===== config.mk =====
export PLATFORM = sky130hd
export DESIGN_NAME = cache_ctrl_flat
export DESIGN_NICKNAME = d
export VERILOG_FILES = /design/src/rtl/cache_ctrl_if.sv /design/src/rtl/cache_ctrl.sv /design/src/flat_wrapper.sv
export SDC_FILE = /design/constraint.sdc
export NUM_CORES = 1
export LEC_CHECK = 0
export CORE_MARGIN = 2
export CORE_UTILIZATION = 64
export CTS_CLUSTER_DIAMETER = 120
export DETAILED_ROUTE_END_ITERATION = 6
export GPL_TIMING_DRIVEN = 1
export PLACE_DENSITY = 0.84
export REMOVE_ABC_BUFFERS = 1
export SETUP_SLACK_MARGIN = 0.15
export SLEW_MARGIN = 20
export SYNTH_ARGS = -nofsm -noshare
export SYNTH_HDL_FRONTEND = slang
export SYNTH_SLANG_ARGS = --single-unit

===== constraint.sdc =====
create_clock -name clk -period 6.5 [get_ports clk]
set_input_delay 1.625 -clock clk [delete_from_list [all_inputs] [get_ports clk]]
set_output_delay 1.625 -clock clk [all_outputs]
set_load 0.01 [all_outputs]

===== src/rtl/cache_ctrl_if.sv =====
// ============================================================================
// cache_ctrl_if : CPU, memory and LRU-tracker signals of the cache controller.
// Optional CACHE_STATS_EN adds hit_count / miss_count.  Rev 1.0
// ============================================================================
`default_nettype none

interface cache_ctrl_if #(
  parameter int WAYS       = 4,
  parameter int TOTAL_SIZE = 16,
  parameter int ADDR_W     = 8,
  parameter int DATA_W     = 8
);
  localparam int c_SETS  = TOTAL_SIZE / WAYS;
  localparam int c_IDX_W = $clog2(c_SETS);
  localparam int c_WAY_W = $clog2(WAYS);

  logic                cpu_req_valid;
  logic                cpu_req_ready;
  logic                cpu_we;
  logic [ADDR_W-1:0]   cpu_addr;
  logic [DATA_W-1:0]   cpu_wdata;
  logic                cpu_resp_valid;
  logic [DATA_W-1:0]   cpu_rdata;
  logic                mem_req_valid;
  logic                mem_req_ready;
  logic                mem_we;
  logic [ADDR_W-1:0]   mem_addr;
  logic [DATA_W-1:0]   mem_wdata;
  logic                mem_resp_valid;
  logic [DATA_W-1:0]   mem_rdata;
  logic                lru_re;
  logic                lru_we;
  logic [c_WAY_W-1:0]  lru_way;
  logic [c_IDX_W-1:0]  lru_index;
  logic [c_WAY_W-1:0]  lru_replace_way;
`ifdef CACHE_STATS_EN
  logic [15:0]         hit_count;
  logic [15:0]         miss_count;
`endif

  // Controller side
  modport slave (
`ifdef CACHE_STATS_EN
    output hit_count, miss_count,
`endif
    input  cpu_req_valid, cpu_we, cpu_addr, cpu_wdata,
    input  mem_req_ready, mem_resp_valid, mem_rdata, lru_replace_way,
    output cpu_req_ready, cpu_resp_valid, cpu_rdata,
    output mem_req_valid, mem_we, mem_addr, mem_wdata,
    output lru_re, lru_we, lru_way, lru_index
  );

  // CPU / memory / tracker side
  modport master (
`ifdef CACHE_STATS_EN
    input  hit_count, miss_count,
`endif
    output cpu_req_valid, cpu_we, cpu_addr, cpu_wdata,
    output mem_req_ready, mem_resp_valid, mem_rdata, lru_replace_way,
    input  cpu_req_ready, cpu_resp_valid, cpu_rdata,
    input  mem_req_valid, mem_we, mem_addr, mem_wdata,
    input  lru_re, lru_we, lru_way, lru_index
  );
endinterface

`default_nettype wire


===== src/rtl/cache_ctrl.sv =====
// ============================================================================
// cache_ctrl : set-associative, write-through, read-allocate cache controller
// driving an external LRU tracker.  Optional macro: CACHE_STATS_EN.  Rev 1.0
// ============================================================================
`default_nettype none

module cache_ctrl #(
  parameter int WAYS       = 4,
  parameter int TOTAL_SIZE = 16,
  parameter int ADDR_W     = 8,
  parameter int DATA_W     = 8
) (
  input  wire logic   clk,
  input  wire logic   rst,
  cache_ctrl_if.slave bus
);
  localparam int c_SETS  = TOTAL_SIZE / WAYS;
  localparam int c_IDX_W = $clog2(c_SETS);
  localparam int c_WAY_W = $clog2(WAYS);
  localparam int c_TAG_W = ADDR_W - c_IDX_W;

  typedef enum logic [2:0] {
    S_IDLE     = 3'd0,
    S_LOOKUP   = 3'd1,
    S_MEM_RD   = 3'd2,
    S_MEM_WAIT = 3'd3,
    S_WR_THRU  = 3'd4
  } state_t;

  state_t              r_state;
  logic [ADDR_W-1:0]   r_addr;
  logic                r_we;
  logic [DATA_W-1:0]   r_wdata;
  logic [c_WAY_W-1:0]  r_victim;

  logic [WAYS-1:0]     r_valid [c_SETS];
  logic [c_TAG_W-1:0]  r_tag   [c_SETS][WAYS];
  logic [DATA_W-1:0]   r_data  [c_SETS][WAYS];

  logic                r_req_ready;
  logic                r_resp_valid;
  logic [DATA_W-1:0]   r_rdata;
  logic                r_mem_req_valid;
  logic                r_mem_we;
  logic [ADDR_W-1:0]   r_mem_addr;
  logic [DATA_W-1:0]   r_mem_wdata;
  logic                r_lru_re;
  logic                r_lru_we;
  logic [c_WAY_W-1:0]  r_lru_way;

  logic [c_IDX_W-1:0]  w_idx;
  logic [c_TAG_W-1:0]  w_tag;
  logic                w_hit;
  logic [c_WAY_W-1:0]  w_hit_way;

  assign w_idx = r_addr[c_IDX_W-1:0];
  assign w_tag = r_addr[ADDR_W-1:c_IDX_W];

  // Scan from the top so the lowest-numbered matching way wins.
  always_comb begin
    w_hit     = 1'b0;
    w_hit_way = '0;
    for (int w = WAYS - 1; w >= 0; w--) begin
      if (r_valid[w_idx][w] && (r_tag[w_idx][w] == w_tag)) begin
        w_hit     = 1'b1;
        w_hit_way = c_WAY_W'(w);
      end
    end
  end

`ifdef CACHE_STATS_EN
  logic [15:0] r_hit_count;
  logic [15:0] r_miss_count;
  assign bus.hit_count  = r_hit_count;
  assign bus.miss_count = r_miss_count;
`endif

  always_ff @(posedge clk) begin
    if (!rst) begin
      r_state         <= S_IDLE;
      for (int s = 0; s < c_SETS; s++) r_valid[s] <= '0;
      r_addr          <= '0;
      r_we            <= 1'b0;
      r_wdata         <= '0;
      r_victim        <= '0;
      r_req_ready     <= 1'b1;
      r_resp_valid    <= 1'b0;
      r_rdata         <= '0;
      r_mem_req_valid <= 1'b0;
      r_mem_we        <= 1'b0;
      r_mem_addr      <= '0;
      r_mem_wdata     <= '0;
      r_lru_re        <= 1'b0;
      r_lru_we        <= 1'b0;
      r_lru_way       <= '0;
`ifdef CACHE_STATS_EN
      r_hit_count     <= '0;
      r_miss_count    <= '0;
`endif
    end else begin
      r_resp_valid <= 1'b0;
      r_lru_re     <= 1'b0;
      r_lru_we     <= 1'b0;
      case (r_state)
        S_IDLE: begin
          if (bus.cpu_req_valid) begin
            r_addr      <= bus.cpu_addr;
            r_we        <= bus.cpu_we;
            r_wdata     <= bus.cpu_wdata;
            r_req_ready <= 1'b0;
            r_state     <= S_LOOKUP;
          end
        end
        S_LOOKUP: begin
`ifdef CACHE_STATS_EN
          if (w_hit && (r_hit_count != 16'hFFFF))
            r_hit_count <= r_hit_count + 16'd1;
          if (!w_hit && (r_miss_count != 16'hFFFF))
            r_miss_count <= r_miss_count + 16'd1;
`endif
          if (!r_we && w_hit) begin
            r_resp_valid <= 1'b1;
            r_rdata      <= r_data[w_idx][w_hit_way];
            r_lru_re     <= 1'b1;
            r_lru_way    <= w_hit_way;
            r_req_ready  <= 1'b1;
            r_state      <= S_IDLE;
          end else if (!r_we) begin
            r_victim        <= bus.lru_replace_way;
            r_mem_req_valid <= 1'b1;
            r_mem_we        <= 1'b0;
            r_mem_addr      <= r_addr;
            r_state         <= S_MEM_RD;
          end else begin
            // Stores always write through; only a hit touches the LRU.
            if (w_hit) begin
              r_lru_we  <= 1'b1;
              r_lru_way <= w_hit_way;
            end
            r_mem_req_valid <= 1'b1;
            r_mem_we        <= 1'b1;
            r_mem_addr      <= r_addr;
            r_mem_wdata     <= r_wdata;
            r_state         <= S_WR_THRU;
          end
        end
        S_MEM_RD: begin
          if (bus.mem_req_ready) begin
            r_mem_req_valid <= 1'b0;
            r_state         <= S_MEM_WAIT;
          end
        end
        S_MEM_WAIT: begin
          if (bus.mem_resp_valid) begin
            r_valid[w_idx][r_victim] <= 1'b1;
            r_lru_we     <= 1'b1;
            r_lru_way    <= r_victim;
            r_resp_valid <= 1'b1;
            r_rdata      <= bus.mem_rdata;
            r_req_ready  <= 1'b1;
            r_state      <= S_IDLE;
          end
        end
        S_WR_THRU: begin
          if (bus.mem_req_ready) begin
            r_mem_req_valid <= 1'b0;
            r_mem_we        <= 1'b0;
            r_resp_valid    <= 1'b1;
            r_req_ready     <= 1'b1;
            r_state         <= S_IDLE;
          end
        end
        default: begin
          r_req_ready <= 1'b1;
          r_state     <= S_IDLE;
        end
      endcase
    end
  end

  // Data and tag storage is never cleared; writes are suppressed while rst is low.
  always_ff @(posedge clk) begin
    if (rst) begin
      if ((r_state == S_LOOKUP) && r_we && w_hit)
        r_data[w_idx][w_hit_way] <= r_wdata;
      if ((r_state == S_MEM_WAIT) && bus.mem_resp_valid) begin
        r_data[w_idx][r_victim] <= bus.mem_rdata;
        r_tag[w_idx][r_victim]  <= w_tag;
      end
    end
  end

  assign bus.cpu_req_ready  = r_req_ready;
  assign bus.cpu_resp_valid = r_resp_valid;
  assign bus.cpu_rdata      = r_rdata;
  assign bus.mem_req_valid  = r_mem_req_valid;
  assign bus.mem_we         = r_mem_we;
  assign bus.mem_addr       = r_mem_addr;
  assign bus.mem_wdata      = r_mem_wdata;
  assign bus.lru_re         = r_lru_re;
  assign bus.lru_we         = r_lru_we;
  assign bus.lru_way        = r_lru_way;
  assign bus.lru_index      = w_idx;

endmodule

`default_nettype wire


===== src/flat_wrapper.sv =====
// flat-port wrapper written by rule: the top's interface ports become plain ports
module cache_ctrl_flat 
#(
  parameter int WAYS       = 4,
  parameter int TOTAL_SIZE = 16,
  parameter int ADDR_W     = 8,
  parameter int DATA_W     = 8
)
  (clk, rst, bus_cpu_req_valid, bus_cpu_we, bus_cpu_addr, bus_cpu_wdata, bus_mem_req_ready, bus_mem_resp_valid, bus_mem_rdata, bus_lru_replace_way, bus_cpu_req_ready, bus_cpu_resp_valid, bus_cpu_rdata, bus_mem_req_valid, bus_mem_we, bus_mem_addr, bus_mem_wdata, bus_lru_re, bus_lru_we, bus_lru_way, bus_lru_index);
  cache_ctrl_if #(.WAYS(WAYS), .TOTAL_SIZE(TOTAL_SIZE), .ADDR_W(ADDR_W), .DATA_W(DATA_W)) bus_i ();
  input  wire logic clk;
  input  wire logic rst;
  input wire logic [$bits(bus_i.cpu_req_valid)-1:0] bus_cpu_req_valid;
  input wire logic [$bits(bus_i.cpu_we)-1:0] bus_cpu_we;
  input wire logic [$bits(bus_i.cpu_addr)-1:0] bus_cpu_addr;
  input wire logic [$bits(bus_i.cpu_wdata)-1:0] bus_cpu_wdata;
  input wire logic [$bits(bus_i.mem_req_ready)-1:0] bus_mem_req_ready;
  input wire logic [$bits(bus_i.mem_resp_valid)-1:0] bus_mem_resp_valid;
  input wire logic [$bits(bus_i.mem_rdata)-1:0] bus_mem_rdata;
  input wire logic [$bits(bus_i.lru_replace_way)-1:0] bus_lru_replace_way;
  output wire logic [$bits(bus_i.cpu_req_ready)-1:0] bus_cpu_req_ready;
  output wire logic [$bits(bus_i.cpu_resp_valid)-1:0] bus_cpu_resp_valid;
  output wire logic [$bits(bus_i.cpu_rdata)-1:0] bus_cpu_rdata;
  output wire logic [$bits(bus_i.mem_req_valid)-1:0] bus_mem_req_valid;
  output wire logic [$bits(bus_i.mem_we)-1:0] bus_mem_we;
  output wire logic [$bits(bus_i.mem_addr)-1:0] bus_mem_addr;
  output wire logic [$bits(bus_i.mem_wdata)-1:0] bus_mem_wdata;
  output wire logic [$bits(bus_i.lru_re)-1:0] bus_lru_re;
  output wire logic [$bits(bus_i.lru_we)-1:0] bus_lru_we;
  output wire logic [$bits(bus_i.lru_way)-1:0] bus_lru_way;
  output wire logic [$bits(bus_i.lru_index)-1:0] bus_lru_index;
  assign bus_i.cpu_req_valid = bus_cpu_req_valid;
  assign bus_i.cpu_we = bus_cpu_we;
  assign bus_i.cpu_addr = bus_cpu_addr;
  assign bus_i.cpu_wdata = bus_cpu_wdata;
  assign bus_i.mem_req_ready = bus_mem_req_ready;
  assign bus_i.mem_resp_valid = bus_mem_resp_valid;
  assign bus_i.mem_rdata = bus_mem_rdata;
  assign bus_i.lru_replace_way = bus_lru_replace_way;
  assign bus_cpu_req_ready = bus_i.cpu_req_ready;
  assign bus_cpu_resp_valid = bus_i.cpu_resp_valid;
  assign bus_cpu_rdata = bus_i.cpu_rdata;
  assign bus_mem_req_valid = bus_i.mem_req_valid;
  assign bus_mem_we = bus_i.mem_we;
  assign bus_mem_addr = bus_i.mem_addr;
  assign bus_mem_wdata = bus_i.mem_wdata;
  assign bus_lru_re = bus_i.lru_re;
  assign bus_lru_we = bus_i.lru_we;
  assign bus_lru_way = bus_i.lru_way;
  assign bus_lru_index = bus_i.lru_index;
  cache_ctrl #(.WAYS(WAYS), .TOTAL_SIZE(TOTAL_SIZE), .ADDR_W(ADDR_W), .DATA_W(DATA_W)) u_core (.clk(clk), .rst(rst), .bus(bus_i));
endmodule

* Word level (Yosys, flattened, before mapping)
Memory sizes are Yosys's and may differ from the RTL's. A register that Yosys moved wholly into a read port is not among the register bits. Index checks and enable logic that the tools add are counted.
Cells by class: $lt $le $gt $ge 6, equality and inequality tests 17, muxes and demuxes 105, bitwise logic cells 37, reduce and logical (&&, ||, !) cells 29
Operators with widths (number):
- $mux 32 | 2
- $mux 1 | 58
- $mux 8 | 6
- $demux 8 s2 | 2
- $or 1x1->1 | 32
- $mux 2 | 15
- $eq 6x6->1 | 4
- $mux 24 | 1
- $mux 3 | 6
- $bmux 8 s2 | 1
- $pmux 8 s2 | 1
- $pmux 3 s5 | 1
- $reduce_and 3->1 | 5
- $demux 6 s2 | 1
- $mux 4 | 3
- $logic_and 1x1->1 | 11
- $ne 2x2->1 const B | 5
- $reduce_and 4->1 | 2
- $eq 3x2->1 const B | 2
- $ge 3x3->1 const B | 2
- $lt 3x1->1 const B | 2
- $mux 6 | 1
- $ne 3x1->1 const B | 2
- $not 2->3 | 2
- other kinds (18) | 27
Storage, ports and cells: bits in registers 54, memory bits (writable) 240, input bits 32, output and inout bits 34, memories kept 3
Memory list:
- u_core.r_data | words 4, width 32, rd ports 1, clocked after Yosys merged registers in 1, write ports 1, RTL line cache_ctrl.sv:38 | logic [DATA_W-1:0] r_data [c_SETS][WAYS];
- u_core.r_tag | words 4, width 24, rd ports 1, clocked after Yosys merged registers in 1, write ports 1, RTL line cache_ctrl.sv:37 | logic [c_TAG_W-1:0] r_tag [c_SETS][WAYS];
- u_core.r_valid | words 4, width 4, rd ports 1, clocked after Yosys merged registers in 1, write ports 4, RTL line cache_ctrl.sv:36 | logic [WAYS-1:0] r_valid [c_SETS];

* Logic depth before layout (Yosys ltp)
Gate-level depths: netlist (run 1).
word-level depth 13, mapped depth 12, depth with buffers taken out 8

* Worst setup path after synthesis (run 1)
Ideal clock, no wire load.
path kind flip-flop to flip-flop, from reg (tool-made name), to mem u_core.r_data[0][0] in the netlist's numbering (enable), library setup time 0.370 ns, arrival 2.955 ns, slack 3.175 ns, stages on the path, launching flop included 9, path buffers 1, clock period less this slack 3.325 ns, path through dfxtp_1 > buf_2 > mux4_2 > xor2_1 > nor3_1 > nand4_1 > nor4_2 > a21boi_0 > nor2_1
RTL lines (RTL line):
- end, declared | cache_ctrl.sv:38

==> run_results.csv, run 1 <==
group,metric,value,unit
cts,cts.sinks,296,
timing,skew,0.0139,ns
drt,drt_wl_total,27300,um
floorplanning,die_h,142,um
worst_setup_path,criticalPathCategory,"flip-flop to flip-flop",
worst_setup_path,end_kind,"flip-flop",
synthesis,post_synth.cell_area_avg,15.4,um2
pwr,power_frac_comb,8.7,%
timing,slew_headroom,23.7,%
pwr,leakage,0.00451,uW
pwr,power.internal,3120,uW
finish,regArea,0.00833,mm2
pwr,p_sw,915,uW
place,dpl_cell_area,0.0130,mm2
drt,avgRoutedWirePerCell,24.8,um
timing,fin_tns_setup,0,ns
timing,max_freq,204,MHz
finish,drive_gt1_share,17.0,%
synthesis,synth_async_sr_flop_share,0,%
cts,post_cts_buffers,0,
grt,grt_pass1_vias,7358,
flow_run,max_cap_violations,0,
cts,clock_path_buffers,3,
drt,dr.pass1.iters,5,
worst_setup_path,critPathMaxStageDelay,0.88,ns
pwr,power,4040,uW
worst_setup_path,required,6.66,ns
cts,cts_resized,0,
finish,stdcell_area,0.0139,mm2
timing,hold_viol,0,
worst_setup_path,start_kind,"flip-flop",
cts,cts_max_level,1,
floorplanning,initial_core_util,65.3,%
floorplanning,core,0.0187,mm2
drt,via_per_inst,6.55,
grt,antenna_found_initial,0,
cts,cts_buffers,28,
drt,dr.first_iter.drc_count,924,
finish,area_growth,13.6,%
grt,grt.overflow.total,0,
pwr,irDropWorstVdd,343,uV
worst_setup_path,cpMostUsedCell,"nor2_1",
finish,final_common_cell,"edfxtp_1",
floorplanning,fp.dieW,142,um
grt,met3_usage,4.71,%
floorplanning,rows,50,
floorplanning,die-area,0.0202,mm2
finish,num_antenna_cells,0,
worst_setup_path,crit_chain,"buf_4 -> mux2i_1 -> nand2_1 -> mux4_2 -> or4_1 -> nor2_1 -> a21boi_0 -> nor2_1",
worst_setup_path,critPathArrivalTime,5.05,ns
timing,fin_crit_sh,75.4,%
pwr,p_seq_share,53.5,%
place,io_buffer_count,65,
grt,gr-usage-met2,48.2,%
floorplanning,ios,66,
synthesis,syn_area,0.0122,mm2
drt,vias,7213,
drt,final_antenna_net_count,0,
timing,finalSetupViolCount,0,
timing,finalMaxSlewViolations,0,
synthesis,synth_edf_count,240,
synthesis,synthCells,791,
synthesis,yosysWarningCount,0,
grt,grt.busiest_layer,"met2",
pwr,clock_power_share,37.7,%
timing,min_period,4.90,ns
grt,met1_usage,35.9,%
synthesis,synth_flop_cell,"edfxtp_1",
synthesis,ys_seq_area_share,68.2,%
cts,path_clk_slew,0.06,ns
min_path,hp-start,"u_core.bus.mem_wdata[7]$_SDFFE_PN0P_",
cts,cts_tree,"yes",
cts,hold_buffers,0,
place,place_congestion,0.957,
pwr,switching_share,22.7,%
drt,drc,0,
pwr,cellPowerDensity,291,mW/mm2
timing,tightest_slew,1.14,ns
grt,grt_first_pass_wirelength,42100,um
worst_setup_path,cp_slowest_cell,"dfxtp_2",
worst_setup_path,cp_max_fo,34,
grt,track_usage,27.8,%
finish,layout_common_cells,"240 x edfxtp_1, 76 x nand2_1, 70 x nor2_1",
synthesis,synth_cell_types,56,
place,hpwl,18300,um
min_path,holdCritPathClass,"flip-flop to flip-flop",
cts,insertion_delay,0.53,ns
run_status,outcome,"finished, final reports clean",
synthesis,ys_ff_latch,296,
finish,multiInputGateArea,0.00363,mm2
cts,cts_root_buf,"clkbuf_16",
timing,rsz0062_at_grt,"no",
grt,grt_max_degree,43,
finish,fin_nets,877,
finish,n_fill_cell,1048,
cell families (layout without fill, tap and decap cells):
family / Yosys count / count (layout) / synth area share [%]
DFF: 296 / 296 / 68.2
xor gates and xnor gates: 23 / 23 / 1.65
muxes: 108 / 108 / 14.8
and+or+nand+nor: 198 / 198 / 7.54
AOI/OAI and AO/OA: 106 / 106 / 5.69
buffers and inverters: 60 / 136 / 2.14
per-stage QoR:
step / hold WS [ns] / std cells / util (%) / setup WS, ns
global route: 0.485 / 1101 / 74.2 / 1.37
CTS: 0.460 / 1101 / 74.2 / 1.68
floorplan: 0.469 / 740 / - / 1.19
global placement: 0.450 / 1049 / 69.6 / 1.88
detailed placement: 0.452 / 1049 / 69.6 / 1.70
finish: 0.458 / 1101 / 74.2 / 1.60
cell type report:
cell class / count / area share [%]
clock inverters: 4 / 0.135
inverters: 9 / 0.243
multi-input cells: 435 / 26.2
clock buffers: 48 / 6.03
well taps: 234 / 2.11
flip-flops and latches: 296 / 60.1
repair buffers: 75 / 5.23
power groups by stage:
stage               Combinational (uW)  Sequential (uW)  Clock, uW
floorplan                          211             2190          0
global placement                   331             2200          0
detailed placement                 346             2200          0
CTS                                350             2160       1520
global route                       377             2170       1610
finish                             353             2160       1520
routing by layer:
metal,part of all wire [%],routed length [um]
met1,37,10000
met2,51,13900
met3,8.4,2290
met4,4.1,1130
met5,0,0
Yosys cell counts (3+ instances only):
library cell | number | share of area (%)
a211oi_1 | 8 | 0.49
a21oi_1 | 37 | 1.5
a22o_1 | 4 | 0.29
nor2_1 | 70 | 2.2
nand4_1 | 5 | 0.26
nand3b_1 | 3 | 0.18
mux2_2 | 36 | 3.3
buf_2 | 8 | 0.33
a221o_1 | 4 | 0.33
xor2_1 | 7 | 0.50
buf_4 | 5 | 0.31
edfxtp_1 | 240 | 59
nand3_1 | 4 | 0.16
nor3_1 | 4 | 0.16
o21a_1 | 6 | 0.37
xnor2_1 | 16 | 1.1
o21ai_0 | 16 | 0.66
a21boi_0 | 4 | 0.25
clkbuf_1 | 36 | 1.1
nor2b_1 | 7 | 0.36
o2bb2ai_1 | 5 | 0.36
nand2_1 | 76 | 2.3
o21ai_1 | 7 | 0.29
dfxtp_1 | 56 | 9.2
mux4_2 | 53 | 9.8
mux2i_1 | 17 | 1.4
nor4_1 | 3 | 0.15
nand2b_1 | 8 | 0.41
inv_1 | 8 | 0.25
worst paths after layout:
check        slack [ns]                              endpoint  cells after the start
max                1.60        u_core.r_data[3][22]$_DFFE_PP_                      8
min                0.46  u_core.bus.mem_wdata[7]$_SDFFE_PN0P_                      2
max reg2reg        1.60        u_core.r_data[3][22]$_DFFE_PP_                      8
min reg2reg        0.46  u_core.bus.mem_wdata[7]$_SDFFE_PN0P_                      2
flip-flops by register name, indices dropped and copies added (netlist names), 2 cells and up, named ones only:
signal and flops:
u_core.r_valid 16, u_core.bus.cpu_rdata 8, u_core.bus.mem_addr 8, u_core.r_addr 8, u_core.r_tag 96, u_core.r_state 3, u_core.bus.lru_way 2, u_core.bus.mem_wdata 8
u_core.r_data 128, u_core.r_wdata 8, u_core.r_victim 2
critical path: cells and delay by family (launching register included):
kind | cells | cell delay [ns]
simple gates | 4 | 2.00
flops | 1 | 0.88
mux | 2 | 0.80
buf+inv | 1 | 0.41
compound gates | 1 | 0.40
(Power assumes the default switching activity.)
==> run 2, diff against run 1 <==
--- a/config.mk
+++ b/config.mk
@@ -6,11 +6,11 @@
 export NUM_CORES = 1
 export LEC_CHECK = 0
 export CORE_MARGIN = 2
-export CORE_UTILIZATION = 64
+export CORE_UTILIZATION = 54
 export CTS_CLUSTER_DIAMETER = 120
 export DETAILED_ROUTE_END_ITERATION = 6
 export GPL_TIMING_DRIVEN = 1
-export PLACE_DENSITY = 0.84
+export PLACE_DENSITY = 0.76
 export REMOVE_ABC_BUFFERS = 1
 export SETUP_SLACK_MARGIN = 0.15
 export SLEW_MARGIN = 20
==> constraint.sdc (replaced) <==
create_clock -name clk -period 4.2 [get_ports clk]
set_input_delay 1.05 -clock clk [delete_from_list [all_inputs] [get_ports clk]]
set_output_delay 1.05 -clock clk [all_outputs]
set_load 0.01 [all_outputs]
==> run 2 against run 1 <==
Cell area grew 2.6%. First-iteration DRC count shrank 35%. Count of clock-buffer cells in the layout down 5. Wire length down 0.90%. Non-clock buffer count increased by 31. Critical path depth is the same. Register-to-register slack got worse by 1.1 ns. Global-route usage shrank 4.7 points. Sequential share of layout area down 1.5 points.
==> run_results.csv, run 2 (synthesis results as in run 1) <==
group,metric,value,unit
run_status,outcome,"finished, final reports clean",
floorplanning,core,0.0224,mm2
grt,track_usage,23.1,%
cts,cts_root_buf,"clkbuf_16",
grt,grt_pass1_vias,7111,
pwr,p_seq_share,52.5,%
finish,reg_top3,"u_core.r_data: 128 flops, u_core.r_tag: 96 flops, u_core.r_valid: 16 flops",
timing,min_period,3.72,ns
drt,vias,7173,
drt,drc,0,
timing,fin_crit_sh,88.6,%
floorplanning,initial_core_util,54.4,%
worst_setup_path,end_kind,"flip-flop",
drt,final_antenna_net_count,0,
drt,wl_met3,1910,um
timing,fin_tns_setup,0,ns
finish,stdcell_area,0.0142,mm2
floorplanning,rows,55,
finish,layout_common_cells,"240 x edfxtp_1, 76 x nand2_1, 70 x nor2_1",
pwr,power.internal,4940,uW
pwr,switching_share,22.6,%
floorplanning,fp.dieW,154,um
place,dpl_cell_area,0.0133,mm2
pwr,power_frac_comb,8.5,%
pwr,p_sw,1440,uW
timing,max_freq,269,MHz
grt,grt_first_pass_wirelength,41600,um
cts,cts_max_level,1,
grt,grt_max_degree,42,
finish,fin_nets,908,
pwr,power,6380,uW
cts,path_clk_slew,0.06,ns
timing,rsz0062_at_grt,"no",
timing,slew_headroom,37.9,%
finish,final_common_cell,"edfxtp_1",
grt,grt.overflow.total,0,
place,hpwl,18200,um
cts,hold_buffers,0,
timing,tightest_slew,0.928,ns
pwr,irDropWorstVdd,349,uV
min_path,hp-start,"u_core.bus.mem_wdata[1]$_SDFFE_PN0P_",
timing,finalMaxSlewViolations,0,
pwr,leakage,0.00472,uW
worst_setup_path,cp_max_fo,31,
floorplanning,ios,66,
cts,cts.sinks,296,
drt,dr.first_iter.drc_count,603,
drt,met2_length,13000,um
finish,largest_reg_flops,128,
drt,dr.pass1.iters,5,
pwr,cellPowerDensity,448,mW/mm2
cts,cts_tree,"yes",
floorplanning,die-area,0.0238,mm2
finish,area_growth,16.5,%
finish,top_register,"u_core.r_data",
flow_run,max_cap_violations,0,
place,io_buffer_count,65,
timing,skew,0.0128,ns
worst_setup_path,required,4.63,ns
cts,clock_path_buffers,3,
drt,via_per_inst,6.06,
cts,insertion_delay,0.55,ns
finish,drive_gt1_share,20.7,%
worst_setup_path,critPathArrivalTime,4.16,ns
floorplanning,die_h,154,um
grt,antenna_found_initial,0,
worst_setup_path,criticalPathCategory,"flip-flop to flip-flop",
drt,avgRoutedWirePerCell,22.9,um
finish,fin_util,63.4,%
cts,cts_buffers,28,
timing,finalSetupViolCount,0,
min_path,holdCritPathClass,"flip-flop to flip-flop",
cts,post_cts_buffers,0,
cts,cts_resized,0,
drt,wl_met1,11600,um
place,place_congestion,0.834,
drt,drt_wl_total,27100,um
worst_setup_path,start_kind,"flip-flop",
drt,top_layer,"met4",
pwr,clock_power_share,39.0,%
finish,num_antenna_cells,0,
timing,hold_viol,0,
==> run 2: cell count changes in the layout (fill, tap and decap cells not counted), moves of 2 or more <==
cell | before | now
buf_4 | 10 | 41
clkinv_2 | 0 | 5
clkinv_1 | 4 | 1
clkbuf_1 | 15 | 9
clkinv_4 | 0 | 2
==> run 2: per-layer routing <==
layer,up-vias,GRT usage [%]
li1,3205,-
met1,3629,33.6
met2,297,37.3
met3,42,3.39
met4,0,6.08
met5,-,0
==> run 2: cell type report <==
| type | instances | area (um2) |
|---|---|---|
| fillers | 1595 | 8200 |
| flip-flops and latches | 296 | 8330 |
| repair buffers | 106 | 958 |
| multi-input cells | 435 | 3630 |
| well taps | 285 | 357 |
| clock buffers | 43 | 840 |
| inverters | 9 | 33.8 |
| clock inverters | 9 | 78.8 |
==> run 2: path summary, 6_finish.rpt <==
kind / cells past startpoint / slack, ns / end
max reg2reg: 8 / 0.48 / u_core.bus.cpu_rdata[0]$_SDFFE_PN0P_
max: 8 / 0.48 / u_core.bus.cpu_rdata[0]$_SDFFE_PN0P_
min: 2 / 0.47 / u_core.bus.mem_wdata[1]$_SDFFE_PN0P_
min reg2reg: 2 / 0.47 / u_core.bus.mem_wdata[1]$_SDFFE_PN0P_
==> run 2: critical path, cell delays in order, from the launching register on <==
cell,delay [ns]
dfxtp_2,0.87
mux2i_1,0.19
nand2b_1,0.18
mux4_2,0.49
nor4_2,0.57
and4bb_4,0.32
a21oi_1,0.33
a21oi_1,0.31
a22o_1,0.32
==> run 2: power by group through the flow <==
stage | sequential, uW | clock, uW | combinational (uW)
6_report | 3350 | 2490 | 542
5_1_grt | 3350 | 2630 | 587
4_1_cts | 3340 | 2500 | 543
3_5_place_dp | 3410 | 0 | 538
3_3_place_gp | 3400 | 0 | 528
2_1_floorplan | 3390 | 0 | 326
==> run 2: metrics by stage <==
stage	setup WS, ns	hold slack, ns	cells
after floorplan	-1.11	0.469	740
after global placement	0.671	0.446	1131
after detailed placement	0.535	0.452	1131
after CTS	0.518	0.465	1183
after global routing	0.261	0.492	1183
final	0.477	0.467	1183
